[src/rtl/clock_divider_prog.sv]
// Programmable clock divider: free-running or single-step output periods of D
// input cycles, with a divisor that changes only on period boundaries.
module clock_divider_prog #(
  parameter int unsigned           WIDTH       = 28,
  parameter logic [WIDTH-1:0]      DEFAULT_DIV = 28'd50000000
) (
  input  logic             clock_in,
  input  logic             reset_n,
  input  logic             enable,
  input  logic             mode,
  input  logic             step_req,
  input  logic             div_load,
  input  logic [WIDTH-1:0] div_value,
  output logic             clock_out,
  output logic             tick,
  output logic             busy,
  output logic             div_err,
  output logic [WIDTH-1:0] div_active
);

  typedef enum logic [1:0] {IDLE, RUN, STEP} state_t;

  state_t           state_q, state_d;
  logic [WIDTH-1:0] cnt_q, cnt_d;
  logic [WIDTH-1:0] div_q, div_d;
  logic [WIDTH-1:0] pend_q, pend_d;
  logic             pend_vld_q, pend_vld_d;
  logic             clk_q, clk_d;
  logic             tick_q, tick_d;
  logic             err_q, err_d;

  logic             at_last;
  logic             apply;
  logic             load_ok;
  logic             busy_d;

  assign at_last = (cnt_q == (div_q - WIDTH'(1)));
  assign load_ok = enable && div_load && (div_value >= WIDTH'(2));
  // A pending divisor takes effect only between periods: while idle or on the last count.
  assign apply   = enable && pend_vld_q && ((state_q == IDLE) || at_last);

  always_ff @(posedge clock_in or negedge reset_n) begin
    if (!reset_n) begin
      state_q    <= IDLE;
      cnt_q      <= '0;
      div_q      <= DEFAULT_DIV;
      pend_q     <= '0;
      pend_vld_q <= 1'b0;
      clk_q      <= 1'b0;
      tick_q     <= 1'b0;
      err_q      <= 1'b0;
    end else begin
      state_q    <= state_d;
      cnt_q      <= cnt_d;
      div_q      <= div_d;
      pend_q     <= pend_d;
      pend_vld_q <= pend_vld_d;
      clk_q      <= clk_d;
      tick_q     <= tick_d;
      err_q      <= err_d;
    end
  end

  always_comb begin
    state_d    = state_q;
    cnt_d      = cnt_q;
    div_d      = apply ? pend_q : div_q;
    pend_d     = pend_q;
    pend_vld_d = pend_vld_q && !apply;
    if (load_ok) begin
      pend_d     = div_value;
      pend_vld_d = 1'b1;
    end
    if (enable) begin
      unique case (state_q)
        IDLE: begin
          cnt_d = '0;
          if (!mode) begin
            state_d = RUN;
          end else if (step_req) begin
            state_d = STEP;
          end
        end
        RUN: begin
          if (at_last) begin
            cnt_d = '0;
            if (mode) state_d = IDLE;
          end else begin
            cnt_d = cnt_q + WIDTH'(1);
          end
        end
        STEP: begin
          if (at_last) begin
            cnt_d   = '0;
            state_d = IDLE;
          end else begin
            cnt_d = cnt_q + WIDTH'(1);
          end
        end
        default: begin
          state_d = IDLE;
          cnt_d   = '0;
        end
      endcase
    end
  end

  // Registered outputs are computed from next-state values so they line up with the counter.
  always_comb begin
    busy_d = (state_d != IDLE);
    clk_d  = clk_q;
    tick_d = 1'b0;
    err_d  = enable && div_load && (div_value < WIDTH'(2));
    if (enable) begin
      clk_d  = busy_d && (cnt_d < (div_d >> 1));
      tick_d = busy_d && (cnt_d == '0);
    end
  end

  assign clock_out  = clk_q;
  assign tick       = tick_q;
  assign busy       = (state_q != IDLE);
  assign div_err    = err_q;
  assign div_active = div_q;

endmodule

[config.mk]
export PLATFORM = sky130hd
export DESIGN_NAME = clock_divider_prog
export DESIGN_NICKNAME = d
export VERILOG_FILES = /design/src/rtl/clock_divider_prog.sv
export SDC_FILE = /design/constraint.sdc
export NUM_CORES = 1
export LEC_CHECK = 0
export ABC_AREA = 1
export CORE_AREA = 2 2 112 157
export DETAILED_ROUTE_END_ITERATION = 12
export DIE_AREA = 0 0 114 159
export PLACE_DENSITY_LB_ADDON = 0.3
export SETUP_SLACK_MARGIN = 0.3
export SLEW_MARGIN = 10
export SYNTH_ARGS = -nofsm -noshare
export SYNTH_HDL_FRONTEND = slang
export SYNTH_SLANG_ARGS = --single-unit
[constraint.sdc]
create_clock -name clock_in -period 3.8 [get_ports clock_in]
set_input_delay 1.14 -clock clock_in [delete_from_list [all_inputs] [get_ports clock_in]]
set_output_delay 1.14 -clock clock_in [all_outputs]
set_load 0.03 [all_outputs]
==> qor.txt <==
Syn Area/Cell = 7.015 um2
Worst EP required = 4.08 ns
Buffers on Ports = 65
Cell Pwr Density = 672.8 mW/mm2
Crit Path Max Fanout = 12
Share of layout cells above drive strength 1 = 20.35%
Multi-input logic area = 0.003905 mm2
Worst hold path endpoint = pend_q[20]$_DFFE_PN0P_
WL met1 = 8614 um
Top cell type by total area after synthesis = dfrtp_1
Worst path max stage delay = 0.42 ns
CP most frequent cell = nand2_1
Die Area = 0.01813 mm2
Sw frac = 45.09%
Nets = 1152
Die extent in y = 159 um
Final Setup Violations = 0
Status = complete, no violations
Largest net degree at the start of global routing = 54
CTS sink count = 90
Ant. Diodes = 0
Worst r2r path cells = 28
Yosys cell types = 39
Critical path launch point type = flip-flop
Area added between synthesis and finish = 33.94%
Leakage Power = 0.004267 uW
Max Cap Viol = 0
Filler instances = 1592
Min-delay src = pend_q[20]$_DFFE_PN0P_
Register bit total from synthesis = 90
Post-synthesis sequential area ratio = 34.46%
Worst Setup Path Type = reg2reg
Sequential power share = 26.7%
Yosys top cell area share = 29.66%
Skew-Pair Late Insertion Delay = 0.34 ns
WL/cell = 16.27 um
Dpl ws = 0.008589 ns
Final period util = 96.08%
Core area = 0.01668 mm2
Final WS setup = 0.1491 ns
Drt drc = 0
Synth Instances = 938
Max Used Layer = met4
Tot GR Track Use = 22.95%
CTS Hold Bufs = 0
Fmax = 273.9 MHz
Slew Limit Fails = 0
Critical Path Slowest Stage Cell = dfrtp_1
Initial Util = 39.46%
Clk slew on worst S/H paths = 0.06 ns
Combinational share of power = 58.0%
Worst r2r src = div_active[1]$_DFF_PN0_
Worst Setup SP = div_active[1]$_DFF_PN0_
Routed WL = 21050 um
Met3 WL = 852 um
RePlAce Congestion = 0.9429
Row Count = 56
TNS Setup = 0 ns
CTS Buf Count = 9
Final core occ = 52.85%
Skew final = 0.006819 ns
Int Power = 3256 uW
Synth top area cells = dfrtp_1 (30%), nand2_1 (14%), inv_1 (8.3%), ha_1 (6.1%), nor2_1 (5.9%)
Design Power = 5929 uW
Post-Syn Nets = 1004
First-pass GRT wire length = 32180 um
Worst Max-Slew Pin Slew = 0.7356 ns
Flop2flop setup slack = 0.15 ns
Worst VDD drop = 0.4298 mV
IO Count = 66
Number of antenna violations at the first check in global routing = 0
Mapped cell area = 0.006580 mm2
DR WL met2 = 10720 um
Worst Hold Class = reg2reg
RSZ-0062 raised after global routing = true
Slew headroom = 50.96%
Clock share of power = 15.3%
Routed vias = 6672
Yosys warns = 0
Vias per cell = 5.156
CTS root buffer = clkbuf_16
CP arrival = 3.93 ns
GR Overflow Total = 0
Initial DRC count = 428
H-Tree Depth = 3
Fin crit period = 3.651 ns
Hold Path Cell Cnt = 2
P_sw = 2674 uW
Drt pass-1 iters = 6
Sequential Area = 0.002276 mm2
Vias in the first global route = 6165
Routed Antenna Nets = 0
Fin. Hold Viols = 0
Max clock buf depth = 2
CTS tree = done
CP endpoint kind = flip-flop
Hpwl dp = 16510 um
Die width = 114 um
R2R Path End = clock_out$_DFFE_PN0P_
-- cells in the mapped netlist --
library cell	number
o22ai_1	8
inv_4	1
dfrtp_1	78
mux2_2	10
buf_2	2
nor2_8	1
nor2_4	6
nand3_2	3
xnor3_1	2
o21a_1	1
or2_2	12
and2_1	2
nand2_4	2
o21ai_1	2
nand3b_1	9
nor2_1	103
nor3_2	1
nand2_1	245
dfstp_2	12
ha_1	32
nor3b_1	1
nand3_1	60
inv_1	146
o21ai_0	67
nand2_2	6
clkinv_1	1
clkbuf_1	12
o221a_2	1
inv_2	1
xor2_1	23
a21oi_1	17
nor4_1	6
nand4_1	28
xnor2_1	10
nor2_2	8
a211oi_1	3
buf_6	4
nor3_1	11
o211ai_1	1
-- cells by family (layout without fill, tap and decap cells) --
family / count (synthesis) / count (layout) / share of synthesized area, %
compound gates: 100 / 100 / 8.043
xor+xnor: 35 / 35 / 5.077
fa+ha+maj: 32 / 32 / 6.085
buf+inv: 167 / 319 / 10.06
flops: 90 / 90 / 34.46
mux: 10 / 10 / 1.711
simple gates: 504 / 505 / 34.57
-- power by group through the flow --
stage	sequential (uW)	combinational [uW]	clock (uW)
6_report	1580	3440	908
4_1_cts	1550	3160	918
3_3_place_gp	1550	2980	0
5_1_grt	1600	3730	957
2_1_floorplan	1800	1420	0
3_5_place_dp	1550	3000	0
-- metal layers --
metal | vias up | track usage, %
met5 | - | 0
met4 | 0 | 10.25
met1 | 3133 | 29.04
met2 | 200 | 39.56
li1 | 3295 | -
met3 | 44 | 1.903
-- repair_timing --
| item | in CTS | in global routing |
|---|---|---|
| setup endpoints to repair | 1 | 2 |
| buffers inserted | 5 | 9 |
| gates cloned | 2 | 2 |
| resized for setup | 34 | 68 |
| pin swaps | 7 | 26 |
-- worst max-delay path: cells and delay by family, from the launching register on --
kind / cells / cell delay (ns)
adder cells (fa/ha/maj): 2 / 0.44
AND/OR/NAND/NOR: 16 / 1.54
buffers and inverters: 5 / 0.51
flip-flops: 1 / 0.42
AO/OA/AOI/OAI: 4 / 0.42
XOR/XNOR: 1 / 0.25
-- worst max-delay path by stage --
stage / slack, ns / endpoint / depth (start not counted)
2_1_floorplan: 0.34 / clock_out$_DFFE_PN0P_ / 29
3_3_place_gp: 0.06 / clock_out$_DFFE_PN0P_ / 18
3_5_place_dp: 0.009 / clock_out$_DFFE_PN0P_ / 30
4_1_cts: 0.19 / clock_out$_DFFE_PN0P_ / 28
5_1_grt: -0.04 / clock_out$_DFFE_PN0P_ / 30
6_report: 0.15 / clock_out$_DFFE_PN0P_ / 28
-- sequential cells by signal, summed over array words and instances (netlist names) --
register    cells
clock_out       1
pend_q         28
pend_vld_q      1
tick            1
cnt_q          28
div_err         1
div_active     28
state_q         2
-- through the flow --
step | instances | hold slack, ns | instance area, um2
2_1_floorplan | 938 | 0.4422 | 6583
3_3_place_gp | 1260 | 0.4610 | 7999
3_5_place_dp | 1260 | 0.4682 | 7999
4_1_cts | 1283 | 0.4834 | 8488
5_1_grt | 1294 | 0.5023 | 8813
6_report | 1294 | 0.4827 | 8813
-- final cells by class --
class	instances	area share [%]
clock buffer	12	2.910
clock inverter	4	0.5679
inverter	149	6.545
multi-input combinational	682	44.31
sequential	90	25.82
tap	203	2.882
timing repair buffer	154	16.96
-- placed cells by master, fill, tap and decap left out, drive strengths merged, types with 2 or more instances in the layout --
| cell | Yosys | routed |
|---|---|---|
| a211oi | 3 | 3 |
| a21oi | 17 | 17 |
| and2 | 2 | 2 |
| buf | 6 | 88 |
| clkbuf | 12 | 14 |
| clkdlybuf4s50 | 0 | 64 |
| clkinv | 1 | 3 |
| clkinvlp | 0 | 2 |
| dfrtp | 78 | 78 |
| dfstp | 12 | 12 |
| ha | 32 | 32 |
| inv | 148 | 147 |
| mux2 | 10 | 10 |
| nand2 | 253 | 254 |
| nand3 | 63 | 63 |
| nand3b | 9 | 9 |
| nand4 | 28 | 28 |
| nor2 | 118 | 118 |
| nor3 | 12 | 12 |
| nor4 | 6 | 6 |
| o21ai | 69 | 69 |
| o22ai | 8 | 8 |
| or2 | 12 | 12 |
| xnor2 | 10 | 10 |
| xnor3 | 2 | 2 |
| xor2 | 23 | 23 |
(Power assumes the default switching activity.)
